--- src/rtl/if_pkg.sv ---
// -----------------------------------------------------------------------------
// if_pkg
// Shared definitions for the instruction-fetch buffer:
//   IF_ADDR_W / IF_INSTR_W : default PC and instruction widths
//   state_t                : fetch FSM encoding (IDLE, REQ, DROP)
//   entry_t                : buffered FIFO entry {addr, instr} at default widths
// -----------------------------------------------------------------------------
package if_pkg;

  localparam int IF_ADDR_W  = 16;
  localparam int IF_INSTR_W = 16;

  typedef enum logic [1:0] {
    IDLE = 2'd0,
    REQ  = 2'd1,
    DROP = 2'd2
  } state_t;

  typedef struct packed {
    logic [IF_ADDR_W-1:0]  addr;
    logic [IF_INSTR_W-1:0] instr;
  } entry_t;

endpackage

--- src/rtl/if_fetch_buffer_if.sv ---
// -----------------------------------------------------------------------------
// if_fetch_buffer_if
// Bundles the instruction-memory handshake and the IF/ID valid/ready output.
//   imem_req / imem_addr      : fetch request and address (fetch buffer -> memory)
//   imem_ack / imem_rdata     : response strobe and instruction word (memory -> buffer)
//   id_valid / id_instr / id_pc : FIFO head presented to IF/ID
//   id_ready                  : IF/ID accepts the head
// Modports:
//   master : the fetch buffer side
//   slave  : the memory + IF/ID side
// -----------------------------------------------------------------------------
interface if_fetch_buffer_if
  import if_pkg::*;
#(
  parameter int ADDR_W  = IF_ADDR_W,
  parameter int INSTR_W = IF_INSTR_W
);

  logic               imem_req;
  logic [ADDR_W-1:0]  imem_addr;
  logic               imem_ack;
  logic [INSTR_W-1:0] imem_rdata;
  logic               id_valid;
  logic [INSTR_W-1:0] id_instr;
  logic [ADDR_W-1:0]  id_pc;
  logic               id_ready;

  modport master (
    output imem_req, imem_addr,
    input  imem_ack, imem_rdata,
    output id_valid, id_instr, id_pc,
    input  id_ready
  );

  modport slave (
    input  imem_req, imem_addr,
    output imem_ack, imem_rdata,
    input  id_valid, id_instr, id_pc,
    output id_ready
  );

endinterface

--- src/rtl/if_fifo.sv ---
// -----------------------------------------------------------------------------
// if_fifo
// Small synchronous FIFO with a combinationally read head.
// Ports:
//   clk, rst : clock, asynchronous active-high reset (pointers and count)
//   i_push   : write i_data at the tail (caller guarantees a free slot)
//   i_pop    : drop the head (ignored when empty)
//   i_clear  : empty the FIFO at the next edge; wins over push and pop
//   o_count  : number of stored entries (0..DEPTH)
//   o_valid  : FIFO not empty
//   o_head   : head entry
// DEPTH must be a power of two so the pointers wrap naturally.
// -----------------------------------------------------------------------------
module if_fifo #(
  parameter  int DEPTH = 4,
  parameter  int WIDTH = 32,
  localparam int PTR_W = $clog2(DEPTH),
  localparam int CNT_W = $clog2(DEPTH) + 1
) (
  input  logic             clk,
  input  logic             rst,
  input  logic             i_push,
  input  logic             i_pop,
  input  logic             i_clear,
  input  logic [WIDTH-1:0] i_data,
  output logic [CNT_W-1:0] o_count,
  output logic             o_valid,
  output logic [WIDTH-1:0] o_head
);

  logic [WIDTH-1:0] r_mem [DEPTH];
  logic [PTR_W-1:0] r_wr_ptr;
  logic [PTR_W-1:0] r_rd_ptr;
  logic [CNT_W-1:0] r_count;
  logic             w_do_pop;

  assign w_do_pop = i_pop & (r_count != '0);

  always_ff @(posedge clk or posedge rst) begin
    if (rst) begin
      r_wr_ptr <= '0;
      r_rd_ptr <= '0;
      r_count  <= '0;
    end else if (i_clear) begin
      r_wr_ptr <= '0;
      r_rd_ptr <= '0;
      r_count  <= '0;
    end else begin
      if (i_push)   r_wr_ptr <= r_wr_ptr + PTR_W'(1);
      if (w_do_pop) r_rd_ptr <= r_rd_ptr + PTR_W'(1);
      if (i_push && !w_do_pop)      r_count <= r_count + CNT_W'(1);
      else if (!i_push && w_do_pop) r_count <= r_count - CNT_W'(1);
    end
  end

  // Storage carries data only, so it is left out of the reset domain.
  always_ff @(posedge clk) begin
    if (i_push && !i_clear) r_mem[r_wr_ptr] <= i_data;
  end

  assign o_count = r_count;
  assign o_valid = (r_count != '0);
  assign o_head  = r_mem[r_rd_ptr];

endmodule

--- src/rtl/if_fetch_buffer.sv ---
// -----------------------------------------------------------------------------
// if_fetch_buffer
// Consumer end of the PC: issues one instruction fetch at a time over a
// req/ack handshake, buffers {address, instruction} in a FIFO and presents
// the head to IF/ID with valid/ready. pc_ce advances the PC only when a
// fetch is issued. flush discards buffered entries and any in-flight fetch.
// Ports:
//   clk, rst : clock, asynchronous active-high reset
//   pc_in    : current PC value, latched as the fetch address on pc_ce
//   pc_ce    : PC load enable, high in the cycle a fetch is issued
//   flush    : redirect, drops FIFO contents and the outstanding fetch
//   bus      : if_fetch_buffer_if.master (imem_* handshake, id_* output)
// Build option:
//   IF_BACK_TO_BACK_EN : when defined, an ack in REQ may issue the next fetch
//                        in the same cycle, keeping imem_req high continuously.
// -----------------------------------------------------------------------------
module if_fetch_buffer
  import if_pkg::*;
#(
  parameter int ADDR_W  = IF_ADDR_W,
  parameter int INSTR_W = IF_INSTR_W,
  parameter int DEPTH   = 4
) (
  input  logic              clk,
  input  logic              rst,
  input  logic [ADDR_W-1:0] pc_in,
  output logic              pc_ce,
  input  logic              flush,
  if_fetch_buffer_if.master bus
);

  localparam int               CNT_W   = $clog2(DEPTH) + 1;
  localparam int               ENT_W   = ADDR_W + INSTR_W;
  localparam logic [CNT_W-1:0] DEPTH_C = CNT_W'(DEPTH);

  state_t             r_state;
  state_t             w_state_nxt;
  logic [ADDR_W-1:0]  r_addr;
  logic               w_issue;
  logic               w_push;
  logic               w_pop;
  logic [CNT_W-1:0]   w_count;
  logic               w_head_vld;
  logic [ENT_W-1:0]   w_head;

  assign w_pop = w_head_vld & bus.id_ready;

  // The FIFO count excludes the outstanding fetch, but a fetch is only issued
  // while count < DEPTH, so its slot is implicitly reserved and a push can
  // never land on a full FIFO.
  always_comb begin
    w_state_nxt = r_state;
    w_issue     = 1'b0;
    w_push      = 1'b0;
    case (r_state)
      IDLE: begin
        if (!flush && (w_count < DEPTH_C)) begin
          w_issue     = 1'b1;
          w_state_nxt = REQ;
        end
      end
      REQ: begin
        if (bus.imem_ack) begin
          w_state_nxt = IDLE;
          if (!flush) begin
            w_push = 1'b1;
`ifdef IF_BACK_TO_BACK_EN
            // Occupancy after this edge is count + push - pop; the new fetch
            // needs one more free slot beyond that.
            if ((w_count + CNT_W'(1) - CNT_W'(w_pop)) < DEPTH_C) begin
              w_issue     = 1'b1;
              w_state_nxt = REQ;
            end
`endif
          end
        end else if (flush) begin
          w_state_nxt = DROP;
        end
      end
      DROP: begin
        // Memory still owes a response for the abandoned fetch; wait for it.
        if (bus.imem_ack) w_state_nxt = IDLE;
      end
      default: w_state_nxt = IDLE;
    endcase
  end

  always_ff @(posedge clk or posedge rst) begin
    if (rst) begin
      r_state <= IDLE;
      r_addr  <= '0;
    end else begin
      r_state <= w_state_nxt;
      if (w_issue) r_addr <= pc_in;
    end
  end

  if_fifo #(
    .DEPTH (DEPTH),
    .WIDTH (ENT_W)
  ) u_fifo (
    .clk     (clk),
    .rst     (rst),
    .i_push  (w_push),
    .i_pop   (w_pop),
    .i_clear (flush),
    .i_data  ({r_addr, bus.imem_rdata}),
    .o_count (w_count),
    .o_valid (w_head_vld),
    .o_head  (w_head)
  );

  // IDLE would otherwise raise pc_ce combinationally while reset is held.
  assign pc_ce         = w_issue & ~rst;
  assign bus.imem_req  = (r_state == REQ) || (r_state == DROP);
  assign bus.imem_addr = r_addr;
  assign bus.id_valid  = w_head_vld;
  // Head is forced to zero when empty so unwritten storage never shows.
  assign {bus.id_pc, bus.id_instr} = w_head_vld ? w_head : '0;

endmodule

--- src/flat_wrapper.sv ---
// flat-port wrapper written by rule: the top's interface ports become plain ports
module if_fetch_buffer_flat import if_pkg::*;
#(
  parameter int ADDR_W  = IF_ADDR_W,
  parameter int INSTR_W = IF_INSTR_W,
  parameter int DEPTH   = 4
)
  (clk, rst, pc_in, pc_ce, flush, bus_imem_req, bus_imem_addr, bus_imem_ack, bus_imem_rdata, bus_id_valid, bus_id_instr, bus_id_pc, bus_id_ready);
  if_fetch_buffer_if #(.ADDR_W(ADDR_W), .INSTR_W(INSTR_W)) bus_i ();
  input  logic clk;
  input  logic rst;
  input  logic [ADDR_W-1:0] pc_in;
  output logic pc_ce;
  input  logic flush;
  output wire logic [$bits(bus_i.imem_req)-1:0] bus_imem_req;
  output wire logic [$bits(bus_i.imem_addr)-1:0] bus_imem_addr;
  input wire logic [$bits(bus_i.imem_ack)-1:0] bus_imem_ack;
  input wire logic [$bits(bus_i.imem_rdata)-1:0] bus_imem_rdata;
  output wire logic [$bits(bus_i.id_valid)-1:0] bus_id_valid;
  output wire logic [$bits(bus_i.id_instr)-1:0] bus_id_instr;
  output wire logic [$bits(bus_i.id_pc)-1:0] bus_id_pc;
  input wire logic [$bits(bus_i.id_ready)-1:0] bus_id_ready;
  assign bus_imem_req = bus_i.imem_req;
  assign bus_imem_addr = bus_i.imem_addr;
  assign bus_i.imem_ack = bus_imem_ack;
  assign bus_i.imem_rdata = bus_imem_rdata;
  assign bus_id_valid = bus_i.id_valid;
  assign bus_id_instr = bus_i.id_instr;
  assign bus_id_pc = bus_i.id_pc;
  assign bus_i.id_ready = bus_id_ready;
  if_fetch_buffer #(.ADDR_W(ADDR_W), .INSTR_W(INSTR_W), .DEPTH(DEPTH)) u_core (.clk(clk), .rst(rst), .pc_in(pc_in), .pc_ce(pc_ce), .flush(flush), .bus(bus_i));
endmodule
--- config.mk ---
export PLATFORM = sky130hd
export DESIGN_NAME = if_fetch_buffer_flat
export DESIGN_NICKNAME = d
export VERILOG_FILES = /design/src/rtl/if_pkg.sv /design/src/rtl/if_fetch_buffer_if.sv /design/src/rtl/if_fifo.sv /design/src/rtl/if_fetch_buffer.sv /design/src/flat_wrapper.sv
export SDC_FILE = /design/constraint.sdc
export NUM_CORES = 1
export LEC_CHECK = 0
export BUFFER_PORTS_ARGS = -buffer_cell sky130_fd_sc_hd__buf_2
export CORE_UTILIZATION = 35
export CTS_CLUSTER_SIZE = 30
export DETAILED_ROUTE_END_ITERATION = 8
export PLACE_DENSITY = 0.55
export SYNTH_ARGS = -nofsm -noshare
export SYNTH_HDL_FRONTEND = slang
export SYNTH_SLANG_ARGS = --single-unit
export TNS_END_PERCENT = 100
--- constraint.sdc ---
create_clock -name clk -period 2.2 [get_ports clk]
set_input_delay 0.44 -clock clk [delete_from_list [all_inputs] [get_ports clk]]
set_output_delay 0.44 -clock clk [all_outputs]
set_load 0.01 [all_outputs]
==> results.md, run 1 <==
* Status: finished, violations left
* Failing checks: negative setup slack
* NetSw at between 3000 and 4000 uW
* Flop2flop setup slack at 0.25 ns
* Total CTS buffers at 17
* Area grow syn2layout at 28.4%
* Initial Util at 35.7%
* Initial antenna violation count at 0
* Total congestion overflow at 0
* Routed WL at 12100 um
* Max-cap viol count at 0
* Routed length per placed instance at 18.2 um
* Max FO, Critical Path at 5
* Hold-fix buffers, CTS at 0
* Clk pin slew, worst setup/hold paths at roughly 0.06 ns
* Routability cong. at ~0.74
* Maximum root-to-sink buffer count at 2
* Leakage at 0.00289 uW
* GRT Resource Usage Total at 14.5%
* Post-route ant nets at 0
* Syn nets at 356
* Clk sink count at 153
* Core Area at 17200 um2
* Critical path arrival at around 1.9 ns
* Power Density at 1380 nW/um2
* Unrepaired setup endpoints after global routing: yes
* Mean post-synth cell area at 19.8 um2
* Crit. End Element: output pin
* Nets at between 400 and 500
* Dpl cells at between 600 and 700
* CP max stage cell: mux4_2
* Fin. Hold Viols at 0
* Total power at 10900 uW
* Vias in the first global route at 3299
* Via density at 4.72
* HP Class: in2async
* Slew headroom at 75.0%
* Post-Syn Area at 6160 um2
* Drt pass-1 iters at 4
* Worst vdd ir at 0.708 mV
* DP Worst Slack at around 0.25 ns
* Min Tclk post-route at ~2.3 ns
* Port Buf Inserts at 87
* Netlist cell types at 33
* Max-slew violations at 0
* Ports at between 80 and 90
* Worst Skew at 0.0104 ns
* Final Setup Violations at 32
* Internal power component at slightly below 8000 uW
* Kind of critical path: reg2out
* Drt drc at 0
* Die footprint at 18100 um2
* Register area share after synthesis at 72.5%
* CP delay by family, top: multiplexers
* Syn Inst Count at a little over 300
* DR vias at 3146
* Combinational power share at 33.7%
* Fraction of layout cells with a size suffix above 1 at slightly below 50%
* H-tree Lvls at 4
* Final core utilization at 45.9%
* Max stage delay on crit path at ~0.50 ns
* Die Height at 135 um
* DIE WIDTH at 135 um
* Rows at 48
* Period utilization at 106%
* Buf/Inv on CP at 3
* #FFs+latches synth at 153
* DR iter-0 viols at 173
* Sequential Power Share at 36.6%
* Crit path launch type: flop
* Upper clock frequency limit at 0.429 GHz
* Synthesis Warnings at 0
* Hold Slack at ~0.15 ns
* CTS tree: yes
* # diodes at 0
* Worst-Margin Slew at 0.376 ns
* Clock network power share at 29.7%
* Sw frac at 28.4%
* Global-route wire length before repair at 18800 um
* CP Data Required Time at 1.76 ns
* Layout Cells excl Fill at 667
* Critical path cell sequence: buf_6 -> buf_12 -> mux4_2 -> and2_4 -> buf_6
* Fillers at 1462
* Worst skew pair latency at about 0.42 ns
* CTS root buf: clkbuf_16
* Top cell by count, worst path: buf_6
* Final setup margin at -0.133 ns
* Largest net degree at the start of global routing at 33
* Post-DP HPWL at 7440 um
## synth_stat cells
cell | count | area, um2
nand2_1 | 2 | 7.51
nor2b_1 | 1 | 6.26
mux4_1 | 4 | 105
mux4_2 | 28 | 631
a21oi_1 | 7 | 35.0
and2_1 | 37 | 231
nand2_2 | 1 | 6.26
ha_1 | 7 | 87.6
or3_1 | 1 | 6.26
a2bb2oi_1 | 1 | 8.76
inv_1 | 10 | 37.5
buf_6 | 2 | 22.5
nand3_1 | 2 | 10.0
buf_2 | 7 | 35.0
nor3_4 | 1 | 16.3
clkbuf_1 | 3 | 11.3
xor2_1 | 3 | 26.3
a221oi_1 | 1 | 8.76
edfxtp_1 | 128 | 3840
nor2_1 | 7 | 26.3
and3_1 | 1 | 6.26
buf_12 | 3 | 60.1
mux2_2 | 16 | 180
o21ai_0 | 2 | 10.0
nor3b_1 | 1 | 7.51
mux2i_1 | 1 | 10.0
o31ai_4 | 1 | 21.3
o211ai_1 | 1 | 7.51
xnor2_1 | 4 | 35.0
a41o_1 | 1 | 10.0
fa_1 | 1 | 20.0
o21ai_1 | 1 | 5.00
dfrtp_1 | 25 | 626
## cell families (layout without fill, tap and decap cells)
group | after synthesis | after routing | synth area share, %
flip-flops | 153 | 153 | 72.5
AND/OR/NAND/NOR | 54 | 54 | 5.26
multiplexers | 49 | 49 | 15.0
buffers and inverters | 25 | 156 | 2.70
AO/OA/AOI/OAI | 15 | 15 | 1.73
adder cells (fa/ha/maj) | 8 | 8 | 1.75
XOR/XNOR | 7 | 7 | 0.995
## final cells by class
| class | instances | area (um2) | share of cell area [%] |
|---|---|---|---|
| clock inverter | 12 | 221 | 2.80 |
| tap | 225 | 282 | 3.56 |
| multi-input combinational | 133 | 1550 | 19.6 |
| timing repair buffer | 114 | 907 | 11.5 |
| sequential | 153 | 4470 | 56.5 |
| inverter | 10 | 37.5 | 0.475 |
| clock buffer | 20 | 437 | 5.52 |
## through the flow
step	cell area, um2	TNS, ns
floorplan	6170	0
global placement	7010	0
detailed placement	7010	0
CTS	7920	-4.10
global route	7910	-5.02
finish	7910	-2.65
## layer usage
layer	GRT usage [%]	vias to the layer above	share of wire, %
met5	0	-	0
met4	6.18	0	1.6
met3	3.34	19	3.4
met2	23.5	63	50
met1	18.8	1618	45
li1	-	1446	-
## worst register-to-register path: stages (launching register included)
cell and delay [ns]:
dfrtp_1 0.35, inv_1 0.07, ha_1 0.25, nand2_2 0.09
nor2_1 0.04, and2_1 0.16, fa_1 0.42, nor3b_1 0.21
a21oi_1 0.06, a21oi_1 0.14, a21oi_1 0.05
## final timing paths
kind                                           start                         end  cells after the start
setup reg to reg                   u_core.r_state[1]    u_core.u_fifo.o_count[2]                     10
max in group asynchronous                        rst   u_core.u_fifo.r_rd_ptr[1]                      3
min in group clk                   bus_imem_rdata[7]   u_core.u_fifo.r_mem[1][7]                      1
setup / recovery           u_core.u_fifo.r_rd_ptr[0]             bus_id_instr[9]                      5
hold reg to reg             u_core.bus.imem_addr[12]  u_core.u_fifo.r_mem[1][28]                      0
hold / removal                                   rst     u_core.bus.imem_addr[2]                      3
## power by group through the flow
stage / registers (uW) / logic [uW] / clock network, uW
after floorplan: 3990 / 2020 / 0
after global placement: 4040 / 3070 / 0
after detailed placement: 4060 / 3090 / 0
after CTS: 4000 / 3800 / 3290
after global routing: 4050 / 4030 / 3400
final: 4000 / 3690 / 3240
## flip-flops by register name, summed over array words and instances (netlist names)
| name | cells |
|---|---|
| u_core.bus.imem_addr | 16 |
| u_core.u_fifo.r_wr_ptr | 2 |
| u_core.r_state | 2 |
| u_core.u_fifo.r_rd_ptr | 2 |
| u_core.u_fifo.o_count | 3 |
| u_core.u_fifo.r_mem | 128 |
## cells in the final DEF, fill, tap and decap left out, types with 2 or more instances in the layout
cell	instances
and2_1	18
buf_16	3
clkbuf_1	3
a21oi_1	7
o21ai_0	2
buf_4	12
nand3_1	2
edfxtp_1	128
clkbuf_16	17
inv_1	10
xor2_1	3
ha_1	7
buf_12	8
dfrtp_2	3
mux2_2	16
and2_4	15
nand2_1	2
buf_6	19
and2_2	4
buf_2	72
clkinvlp_4	3
nor2_1	7
clkinv_2	2
mux4_2	32
bufinv_16	6
xnor2_1	4
dfrtp_1	22
## timing repair
item | 4_1_cts | 5_1_grt
setup buffers | 8 | 0
gates resized for setup | 35 | 9
pin swaps | 26 | 0
cloned | 4 | 0
endpoints found under the setup margin | 32 | 32
(Power assumes the default switching activity.)
==> inputs of run 2 (changes only) <==
--- a/config.mk
+++ b/config.mk
@@ -6,6 +6,7 @@
 export NUM_CORES = 1
 export LEC_CHECK = 0
 export BUFFER_PORTS_ARGS = -buffer_cell sky130_fd_sc_hd__buf_2
+export CORE_ASPECT_RATIO = 0.9
 export CORE_UTILIZATION = 35
 export CTS_CLUSTER_SIZE = 30
 export DETAILED_ROUTE_END_ITERATION = 8
@@ -13,4 +14,4 @@
 export SYNTH_ARGS = -nofsm -noshare
 export SYNTH_HDL_FRONTEND = slang
 export SYNTH_SLANG_ARGS = --single-unit
-export TNS_END_PERCENT = 100
+export TNS_END_PERCENT = 5
==> constraint.sdc (replaced) <==
create_clock -name clk -period 2.2 [get_ports clk]
set_input_delay 0.11 -clock clk [delete_from_list [all_inputs] [get_ports clk]]
set_output_delay 0.11 -clock clk [all_outputs]
set_load 0.01 [all_outputs]
==> run 2 against run 1 <==
The run now ends clean. Count of clock-buffer cells in the layout rose by 1. Register-to-register slack worse by 0.06 ns. Critical endpoint is now bus_id_pc[11]. Critical path depth decreased by 1. Sequential cell count is the same. Largest power group unchanged. Combinational power shrank 18%.
==> results.md, run 2 (same netlist as run 1, synthesis figures left out) <==
* Final Setup Violations at 0 (-100%)
* Max reg flops at 128 (unchanged)
* Max-cap viol count at 0 (unchanged)
* Crit Reg-Reg Endpoint: u_core.u_fifo.o_count[2]
* GRT Resource Usage Total at 13.9% (-0.64 points)
* Slew headroom at 75.8% (+0.89 points)
* # diodes at 0 (unchanged)
* Min Tclk post-route at 2.06 ns (-0.270 ns)
* Flop2flop setup slack at 0.19 ns (-0.06 ns)
* Nets at 499 (+5.3%)
* DP Worst Slack at 0.210 ns (-0.0399 ns)
* Crit. Startpoint: u_core.u_fifo.r_rd_ptr[0]
* Post-DP HPWL at 7180 um (-3.4%)
* Status: finished clean
* Worst-Margin Slew at 0.362 ns (-0.0133 ns)
* Port Buf Inserts at 87 (unchanged)
* Via density at 4.57 (-3.2%)
* Power Density at 1250 nW/um2 (-9.9%)
* CP max stage cell: mux4_2
* Routed WL at 11600 um (-4.6%)
* Worst Skew at 0.00792 ns (-0.00245 ns)
* R2R Path Start: u_core.r_state[1]
* HP Class: in2reg
* Fillers at 1473 (+0.75%)
* CTS tree: yes
* R2R cell count at 10 (unchanged)
* Worst skew pair latency at 0.42 ns (about the same)
* Total power at 9890 uW (-9.6%)
* Max stage delay on crit path at 0.52 ns (+0.02 ns)
* Largest Register: u_core.u_fifo.r_mem
* Upper clock frequency limit at 0.485 GHz (+13%)
* Kind of critical path: reg2out
* Critical path cell sequence: buf_12 -> mux4_2 -> and2_1 -> buf_2
* DR iter-0 viols at 120 (-31%)
* Core Area at 17100 um2 (-1.0%)
* Maximum root-to-sink buffer count at 2 (unchanged)
* CP Data Required Time at 2.09 ns (+0.33 ns)
* Critical path arrival at 1.95 ns (+0.06 ns)
* CTS root buf: clkbuf_16
* H-tree Lvls at 4 (unchanged)
* Final instance area at 7940 um2 (+0.35%)
* Most common cell after layout, fill and taps aside: edfxtp_1
* HP Start: bus_id_ready
* Largest net degree at the start of global routing at 35 (+6.1%)
* Fin. Hold Viols at 0 (unchanged)
* Global-route wire length before repair at 18100 um (-3.5%)
* Worst setup path endpoint: bus_id_pc[11]
* DIE WIDTH at 142 um (+5.3%)
* Max FO, Critical Path at 18 (+13)
* Area grow syn2layout at 28.8%
* DR vias at 3206 (+1.9%)
* Drt pass-1 iters at 4 (unchanged)
* Area after DPL at 6990 um2 (-0.32%)
* Most frequent cells in the layout: edfxtp_1, buf_2, dlygate4sd3_1, and2_1, mux4_2
* Crit. End Element: output pin
* Total CTS buffers at 17 (unchanged)
* Leakage at 0.00293 uW (+1.1%)
* Crit path launch type: flop
* Vias in the first global route at 3385 (+2.6%)
* Worst vdd ir at 0.671 mV (-5.1%)
* Routability cong. at 0.720 (-2.2%)
* Rows at 45 (-6.3%)
* Initial Util at 36.1% (+0.37 points)
* Period utilization at 93.7% (-12 points)
* Die Height at 128 um (-5.1%)
* Clk sink count at 153 (unchanged)
* Ports at 88 (unchanged)
* Post-route ant nets at 0 (unchanged)
* Initial antenna violation count at 0 (unchanged)
* Final setup margin at 0.138 ns (+0.270 ns)
* Drt drc at 0 (unchanged)
* Clk pin slew, worst setup/hold paths at 0.06 ns (about the same)
* Fraction of layout cells with a size suffix above 1 at 40.5% (-8.4 points)
* Routed length per placed instance at 16.5 um (-9.3%)
* Unrepaired setup endpoints after global routing: no
* Total congestion overflow at 0 (unchanged)
* Die footprint at 18100 um2 (about the same)
* Max-slew violations at 0 (unchanged)
-- run 2: report_power, final --
group,internal [uW],switching (uW),total [uW]
registers,3660,371,4030
clock network,1760,1100,2850
logic,1560,1450,3010
-- run 2: worst min-delay path by stage --
| stage | end | cells after the start |
|---|---|---|
| floorplan | u_core.bus.imem_addr[0] | 1 |
| global placement | u_core.r_state[0] | 3 |
| detailed placement | u_core.r_state[0] | 3 |
| CTS | u_core.u_fifo.o_count[2] | 2 |
| global route | u_core.u_fifo.o_count[2] | 2 |
| finish | u_core.u_fifo.o_count[2] | 2 |
-- run 2: cell type report --
| cell class | instances | area (um2) | share of cell area, % |
|---|---|---|---|
| flip-flops and latches | 153 | 4470 | 56.4 |
| clock buffers | 21 | 470 | 5.93 |
| multi-input cells | 133 | 1530 | 19.3 |
| well taps | 235 | 294 | 3.70 |
| clock inverters | 11 | 120 | 1.51 |
| repair buffers | 139 | 1010 | 12.7 |
| inverters | 10 | 37.5 | 0.473 |
-- run 2: per-stage QoR --
stage	hold WS [ns]	std cells	util, %	setup TNS [ns]
floorplan	0.143	311	-	-8.46
global placement	0.214	634	41.0	0
detailed placement	0.229	634	41.0	0
CTS	0.00289	702	46.5	0
global route	0.0259	702	46.5	0
finish	0.0210	702	46.5	0
-- run 2: timing repair --
| action | in CTS | in global routing |
|---|---|---|
| endpoints found under the hold margin | 106 | 0 |
| resized for setup | 1 | 0 |
| hold buffers | 34 | 0 |
| setup buffers | 2 | 0 |
| setup endpoints to repair | 21 | 0 |
-- run 2: layer usage --
metal,share of wire [%],vias to the layer above,GRT usage [%]
met5,0,-,0
met4,1.1,0,5.31
met3,3.3,10,3.70
met2,52,58,23.9
met1,44,1635,16.7
li1,-,1503,-
-- run 2: critical path, delay by kind of cell (launching register included) --
kind                   cells  cell delay [ns]
muxes                      1             0.52
DFF                        1             0.48
buffers and inverters      2             0.35
and+or+nand+nor            1             0.19
